$ cat src/rtl/req_pend.sv
// req_pend: pending-request tracker with a grant/issue handshake.
// Keeps one pending bit per slot, takes one-hot grants from an external
// priority selector, checks that each grant is legal, and presents the
// granted slot index on a valid/ready issue port. Illegal grants leave
// the state untouched and raise a one-cycle error pulse.
// Optional build macro REQ_PEND_AGE_EN adds a saturating age counter per
// slot and drives o_starve from it; without the macro o_starve is 0.
module req_pend #(
  parameter int W     = 8,
  parameter int AGE_W = 4
) (
  input  logic                 clk,
  input  logic                 arst_n,
  input  logic [W-1:0]         i_set,
  output logic [W-1:0]         o_pend,
  input  logic                 i_gnt_vld,
  input  logic [W-1:0]         i_gnt,
  output logic                 o_gnt_rdy,
  output logic                 o_issue_vld,
  output logic [$clog2(W)-1:0] o_issue_id,
  input  logic                 i_issue_rdy,
  output logic                 o_err,
  output logic [W-1:0]         o_starve
);

  localparam int IDW = $clog2(W);

  // Parameter range checks at elaboration time
  if (W < 2 || W > 64) begin : g_bad_w
    $error("req_pend: W must be in 2..64");
  end
  if (AGE_W < 1 || AGE_W > 8) begin : g_bad_age_w
    $error("req_pend: AGE_W must be in 1..8");
  end

  // True when exactly one bit of v is set.
  function automatic logic is_onehot(input logic [W-1:0] v);
    return (v != '0) && ((v & (v - W'(1))) == '0);
  endfunction

  // Binary index of the set bit of a one-hot vector.
  function automatic logic [IDW-1:0] enc_onehot(input logic [W-1:0] v);
    logic [IDW-1:0] r;
    r = '0;
    for (int i = 0; i < W; i++) begin
      if (v[i]) r = IDW'(i);
    end
    return r;
  endfunction

  // Saturating increment used by the age counters.
  function automatic logic [AGE_W-1:0] sat_inc(input logic [AGE_W-1:0] a);
    return (&a) ? a : a + AGE_W'(1);
  endfunction

  logic [W-1:0]   pend_p1;
  logic           vld_p1;
  logic [IDW-1:0] id_p1;
  logic           err_p1;

  logic           gnt_acc_p0;
  logic           gnt_legal_p0;
  logic [W-1:0]   clr_p0;
  logic           issue_hs_p0;

  // A grant may be taken whenever the issue slot is empty or draining now.
  assign o_gnt_rdy   = !vld_p1 | i_issue_rdy;
  assign issue_hs_p0 = vld_p1 & i_issue_rdy;

  // Stage p0: qualify the incoming grant against the current pending set.
  always_comb begin
    gnt_acc_p0   = i_gnt_vld & o_gnt_rdy;
    gnt_legal_p0 = gnt_acc_p0 & is_onehot(i_gnt) & (|(i_gnt & pend_p1));
    clr_p0       = gnt_legal_p0 ? i_gnt : '0;
  end

  // Stage p1: pending vector; a new request wins over a same-cycle clear.
  always_ff @(posedge clk or negedge arst_n) begin
    if (!arst_n) pend_p1 <= '0;
    else         pend_p1 <= (pend_p1 & ~clr_p0) | i_set;
  end

  // Issue valid: loads on a legal grant, drops on a handshake with no refill.
  always_ff @(posedge clk or negedge arst_n) begin
    if (!arst_n)           vld_p1 <= 1'b0;
    else if (gnt_legal_p0) vld_p1 <= 1'b1;
    else if (issue_hs_p0)  vld_p1 <= 1'b0;
  end

  // Issue index: replaced only by a legal grant, otherwise held.
  always_ff @(posedge clk or negedge arst_n) begin
    if (!arst_n)           id_p1 <= '0;
    else if (gnt_legal_p0) id_p1 <= enc_onehot(i_gnt);
  end

  // Error pulse: one cycle after any accepted grant that was not legal.
  always_ff @(posedge clk or negedge arst_n) begin
    if (!arst_n) err_p1 <= 1'b0;
    else         err_p1 <= gnt_acc_p0 & ~gnt_legal_p0;
  end

  assign o_pend      = pend_p1;
  assign o_issue_vld = vld_p1;
  assign o_issue_id  = id_p1;
  assign o_err       = err_p1;

`ifdef REQ_PEND_AGE_EN
  logic [AGE_W-1:0] age_p1 [W];

  // Age counters: count cycles a slot has been pending, reset when granted or idle.
  always_ff @(posedge clk or negedge arst_n) begin
    if (!arst_n) begin
      for (int i = 0; i < W; i++) age_p1[i] <= '0;
    end else begin
      for (int i = 0; i < W; i++) begin
        if (!pend_p1[i] || clr_p0[i]) age_p1[i] <= '0;
        else                          age_p1[i] <= sat_inc(age_p1[i]);
      end
    end
  end

  // Starvation flag follows counter saturation directly.
  always_comb begin
    o_starve = '0;
    for (int i = 0; i < W; i++) o_starve[i] = &age_p1[i];
  end
`else
  assign o_starve = '0;
`endif

endmodule

$ cat config.mk
export PLATFORM = sky130hd
export DESIGN_NAME = req_pend
export DESIGN_NICKNAME = d
export VERILOG_FILES = /design/src/rtl/req_pend.sv
export SDC_FILE = /design/constraint.sdc
export NUM_CORES = 1
export LEC_CHECK = 0
export BUFFER_PORTS_ARGS = -buffer_cell sky130_fd_sc_hd__buf_2
export CAP_MARGIN = 20
export CORE_MARGIN = 2
export CORE_UTILIZATION = 42
export CTS_CLUSTER_DIAMETER = 100
export DETAILED_ROUTE_END_ITERATION = 12
export GPL_TIMING_DRIVEN = 1
export HOLD_SLACK_MARGIN = 0.05
export PLACE_DENSITY = 0.76
export SYNTH_ARGS = -nofsm -noshare
export SYNTH_HDL_FRONTEND = slang
export SYNTH_SLANG_ARGS = --single-unit
$ cat constraint.sdc
create_clock -name clk -period 1.85 [get_ports clk]
set_input_delay 0.185 -clock clk [delete_from_list [all_inputs] [get_ports clk]]
set_output_delay 0.185 -clock clk [all_outputs]
set_load 0.005 [all_outputs]
Word level (Yosys, flattened, before mapping)
Index checks and enable logic that the tools add are counted.
Operators by class
  add/sub/neg operators: 1
  bitwise gates (word level): 12
  reduce and logical (&&, ||, !) cells: 6
  mux-type cells: 10
Operators with widths (count)
  $and A8 B8 Y8: 3
  $mux W3: 6
  $logic_not A8 Y1: 1
  $mux W8: 1
  $not A8 Y8: 1
  $or A8 B8 Y8: 1
  $reduce_bool A8 Y1: 1
  $reduce_or A8 Y1: 1
  $sub A8 B1 Y8 const B: 1
  $and A1 B1 Y1: 5
  $mux W1: 3
  $reduce_bool A2 Y1: 1
  $logic_and A1 B1 Y1: 1
  $logic_not A1 Y1: 1
  $not A1 Y1: 1
  $or A1 B1 Y1: 1
Storage, ports and cells
  logic and storage cells: 33
  register bits: 13
  output and inout port bits: 22
  bits of input ports: 20

Depth between registers and ports, before layout
  word-level depth: 10
  depth in mapped cells: 5
  depth with buffers taken out: 4

Worst setup path after synthesis
OpenSTA, ideal clock, no wires.
  kind: in2reg
  from: input i_gnt[1]
  to: register id_p1[1], in the netlist o_issue_id[1]
  buffers on the path: 0
  slack: 0.301 ns
  setup time: 0.125 ns
  cell stages on the path: 4
  arrival time: 1.424 ns
  required time: 1.725 ns
  path through: nor4_2 -> a31oi_1 -> nor4_4 -> mux2_4
Between the ends
  cells in the longest elaborated chain, start to end: 6
  elaborated cells on any way between the ends: 9
  classes of those cells: 1 x add/sub; 4 x bitwise; 4 x reduce/logical
Ends and longest elaborated chain
  start: declaration: line 17  | input logic [W-1:0] i_gnt,
  $sub A8 B1 Y8: line 38  | return (v != '0) && ((v & (v - W'(1))) == '0);
  $and A8 B8 Y8: line 38
  $logic_not A8 Y1: line 38
  $logic_and A1 B1 Y1: line 38
  $and A1 B1 Y1: line 73  | gnt_legal_p0 = gnt_acc_p0 & is_onehot(i_gnt) & (|(i_gnt & pend_p1));
  $and A1 B1 Y1 (*): line 73
  end signal: assignment: line 93  | else if (gnt_legal_p0) id_p1 <= enc_onehot(i_gnt);
  end: declaration: line 58  | logic [IDW-1:0] id_p1;
Every way passes the cells marked *; elsewhere a longest branch is shown, timed or not.
A chain may end at the register's enable or synchronous reset.

Final worst setup path
  from: register pend_p1[6], in the netlist o_pend[6]
  to: register id_p1[2], in the netlist o_issue_id[2]
Between the ends
  cells in the longest elaborated chain, start to end: 3
Ends and longest elaborated chain
  start: declaration: line 56  | logic [W-1:0] pend_p1;
  start signal: assignment: line 80  | else pend_p1 <= (pend_p1 & ~clr_p0) | i_set;
  $and A8 B8 Y8: line 73
  $reduce_or A8 Y1: line 73
  $and A1 B1 Y1: line 73
No other way between the ends.

==> metrics.txt <==
# TYPE chip_impl_metric gauge
chip_impl_info{name="result_of_the_run",value="complete, no violations"} 1
chip_impl_info{name="clk_root_buffer_cell",value="sky130_fd_sc_hd__clkbuf_4"} 1
chip_impl_metric{name="antenna_cells_inserted",unit=""} 0
chip_impl_metric{name="drv.max_cap_violation_count",unit=""} 0
chip_impl_metric{name="h-tree-depth",unit=""} 1
chip_impl_metric{name="globalplace.congestion",unit=""} 0.782
chip_impl_metric{name="required",unit="ns"} 2.02
chip_impl_metric{name="antenna_found_initial",unit=""} 0
chip_impl_metric{name="vias_per_cell",unit=""} 4.89
chip_impl_metric{name="share_of_async_settable_or_async_resettable_flops_after_synthesis",unit="%"} 100
chip_impl_metric{name="crit_fanout",unit=""} 11
chip_impl_metric{name="post-cts-setup-buffer-count",unit=""} 0
chip_impl_metric{name="ys_seq_area_share",unit="%"} 43.2
chip_impl_info{name="setup.worst_path.end_class",value="flop"} 1
chip_impl_metric{name="groute.usage.overall",unit="%"} 17.8
chip_impl_metric{name="clockBufferDepth",unit=""} 2
chip_impl_metric{name="dpl.cell_count",unit=""} 137
chip_impl_metric{name="yosys.area.top_type_share",unit="%"} 43.2
chip_impl_metric{name="detailedRoute.firstIterationViolations",unit=""} 18
chip_impl_metric{name="grt_pass1_vias",unit=""} 629
chip_impl_metric{name="leakagePower",unit="nW"} 0.444
chip_impl_info{name="hold_path.class",value="input port to flop"} 1
chip_impl_metric{name="synth_edf_count",unit=""} 0
chip_impl_metric{name="hpwl_after_dpl",unit="um"} 1300
chip_impl_info{name="yosys-top-cells-area",value="sky130_fd_sc_hd__dfrtp_1 (43%), sky130_fd_sc_hd__a31oi_1 (8.3%), sky130_fd_sc_hd__buf_4 (8.0%)"} 1
chip_impl_metric{name="core_area",unit="sq um"} 1710
chip_impl_metric{name="pwr_density_cell",unit="nW/um^2"} 615
chip_impl_metric{name="drt-wirelength-per-cell",unit="um"} 11.6
chip_impl_metric{name="syn_to_final_growth",unit="%"} 25.9
chip_impl_metric{name="chipHeight",unit="um"} 46.4
chip_impl_metric{name="post-route-period-util",unit="%"} 82.9
chip_impl_metric{name="setup_viol",unit=""} 0
chip_impl_info{name="element_type_at_the_critical_path_start",value="flop"} 1
chip_impl_info{name="grt_setup_unrepaired",value="no"} 1
chip_impl_metric{name="timing.clock.skew",unit="ns"} 0.000331
chip_impl_metric{name="gate_count_after_technology_mapping",unit=""} 80
chip_impl_metric{name="worst_slew_margin_rel",unit="%"} 66.6
chip_impl_metric{name="total_grt_overflow",unit=""} 0
chip_impl_metric{name="max-vdd-ir-drop",unit="uV"} 466
chip_impl_metric{name="post_layout_nonfiller_instances",unit=""} 142
chip_impl_metric{name="tritoncts_num_sinks",unit=""} 13
chip_impl_info{name="timing_worst_setup_path_type",value="flop to flop"} 1
chip_impl_metric{name="hold_buffers",unit=""} 1
chip_impl_metric{name="clk_pin_slew_worst_paths",unit="ns"} 0.08
chip_impl_metric{name="fmaxAchievable",unit="MHz"} 652
chip_impl_metric{name="ant_nets",unit=""} 0
chip_impl_metric{name="synthDistinctLibCells",unit=""} 24
chip_impl_metric{name="synth_area_per_cell",unit="sq um"} 9.42
chip_impl_metric{name="port_buffers",unit=""} 33
chip_impl_metric{name="report.final.slew_viol_count",unit=""} 0
chip_impl_metric{name="timing.final.hold_violations",unit=""} 0
chip_impl_metric{name="grt_first_pass_wirelength",unit="um"} 2670
chip_impl_metric{name="synth.cell_area",unit="sq um"} 753
chip_impl_info{name="cts_tree",value="built"} 1
chip_impl_metric{name="post-route-min-period",unit="ns"} 1.53
chip_impl_info{name="synth_top_cell_by_area",value="sky130_fd_sc_hd__dfrtp_1"} 1
chip_impl_metric{name="clkLatencyLatePin",unit="ns"} 0.27
chip_impl_metric{name="route.final.wire_length",unit="um"} 1640
chip_impl_metric{name="tns",unit="ns"} 0
chip_impl_metric{name="yosys_register_bits",unit=""} 13
chip_impl_metric{name="pin_count",unit=""} 42
chip_impl_metric{name="tritoncts.num_buffers",unit=""} 3
chip_impl_metric{name="yosys_warnings",unit=""} 0
chip_impl_metric{name="worstPathArrival",unit="ns"} 1.70
chip_impl_metric{name="nets",unit=""} 138
chip_impl_metric{name="die-width",unit="um"} 46.4
chip_impl_metric{name="ctsResizeCount",unit=""} 0
chip_impl_metric{name="final_layout_size_suffix_gt1_share",unit="%"} 35.9
chip_impl_metric{name="die-area",unit="sq um"} 2150
chip_impl_metric{name="grt_start_max_net_pins",unit=""} 14
chip_impl_metric{name="finished_core_util",unit="%"} 55.5
chip_impl_metric{name="routed-via-count",unit=""} 695
chip_impl_metric{name="std_cell_rows",unit=""} 15
chip_impl_metric{name="first_pass_iters",unit=""} 4
chip_impl_info{name="synth_top_flop_cell",value="sky130_fd_sc_hd__dfrtp_1"} 1
chip_impl_metric{name="start_util",unit="%"} 44.1
chip_impl_metric{name="drc_errors",unit=""} 0
chip_impl_metric{name="worst_slew_pin_slew",unit="ns"} 0.498
registers in the layout, indices dropped and copies added, names as in the netlist:
register and flops:
o_pend 8, o_err 1, o_issue_vld 1, o_issue_id 3
report_power, final:
| group | switching (W) | internal [W] | total [W] | leakage, nW |
|---|---|---|---|---|
| Clock | 0.0000913 | 0.0000836 | 0.000175 | 0.0150 |
| Combinational | 0.0000561 | 0.0000501 | 0.000106 | 0.297 |
| Sequential | 0.00000613 | 0.000296 | 0.000302 | 0.132 |
| Total | 0.000153 | 0.000430 | 0.000583 | 0.444 |
metrics by stage:
step	power (W)	hold slack (ns)	area, sq um	worst slack (ns)
6_report	0.000583	0.138	948	0.316
5_1_grt	0.000622	0.136	948	0.186
4_1_cts	0.000590	0.135	948	0.304
3_5_place_dp	0.000413	0.0859	912	0.0492
3_3_place_gp	0.000410	0.0812	912	0.114
2_1_floorplan	0.000368	-0.111	779	0.301
metal layers:
metal	part of all wire (%)	GRT usage, %	vias up	wire length [um]
met2	50	28.1	24	813
met4	1.5	6.86	0	25
met1	44	23.7	322	717
met3	5.2	3.53	4	85
li1	-	-	345	-
met5	0	0	-	0
critical path: stages (launching register included):
cell	delay, ns
sky130_fd_sc_hd__dfrtp_1	0.40
sky130_fd_sc_hd__a22oi_1	0.21
sky130_fd_sc_hd__and4_1	0.33
sky130_fd_sc_hd__nor4_4	0.08
sky130_fd_sc_hd__buf_4	0.20
sky130_fd_sc_hd__o22a_2	0.22
final cells by class:
class	instances	area, sq um
Multi-Input combinational cell	54	342
Inverter	11	41.3
Tap cell	25	31.3
Timing Repair Buffer	35	183
Sequential cell	13	325
Fill cell	160	759
Clock buffer	4	26.3
placed cells by master (no fill, tap or decap), types with 2 or more instances in the layout:
cell / count
sky130_fd_sc_hd__buf_2: 33
sky130_fd_sc_hd__dfrtp_1: 13
sky130_fd_sc_hd__nor2_1: 12
sky130_fd_sc_hd__inv_1: 11
sky130_fd_sc_hd__a31oi_1: 10
sky130_fd_sc_hd__conb_1: 8
sky130_fd_sc_hd__nand2_1: 4
sky130_fd_sc_hd__a22oi_1: 4
sky130_fd_sc_hd__clkbuf_4: 3
sky130_fd_sc_hd__o41a_1: 2
cells by family after synthesis:
family | synth area share (%)
flip-flops | 43.2
multiplexers | 1.99
other | 0.498
AND/OR/NAND/NOR | 17.1
AO/OA/AOI/OAI | 22.3
buffers and inverters | 15.0
Yosys cell counts, types with 2 or more instances:
cell type / n
sky130_fd_sc_hd__a22oi_1: 4
sky130_fd_sc_hd__buf_4: 8
sky130_fd_sc_hd__nand2_1: 4
sky130_fd_sc_hd__a31oi_1: 10
sky130_fd_sc_hd__inv_1: 11
sky130_fd_sc_hd__o41a_1: 2
sky130_fd_sc_hd__dfrtp_1: 13
sky130_fd_sc_hd__nor2_1: 12
worst paths after layout:
check	start	slack, ns	cells past startpoint	end
setup / recovery	o_pend[6]	0.32	5	o_issue_id[2]
hold / removal	i_gnt_vld	0.14	3	o_err
setup reg to reg	o_pend[6]	0.32	5	o_issue_id[2]
hold reg to reg	o_issue_id[1]	0.51	1	o_issue_id[1]
max in group asynchronous	arst_n	1.30	2	o_pend[3]
min in group asynchronous	arst_n	0.32	2	o_pend[4]
(Power assumes the default switching activity.)
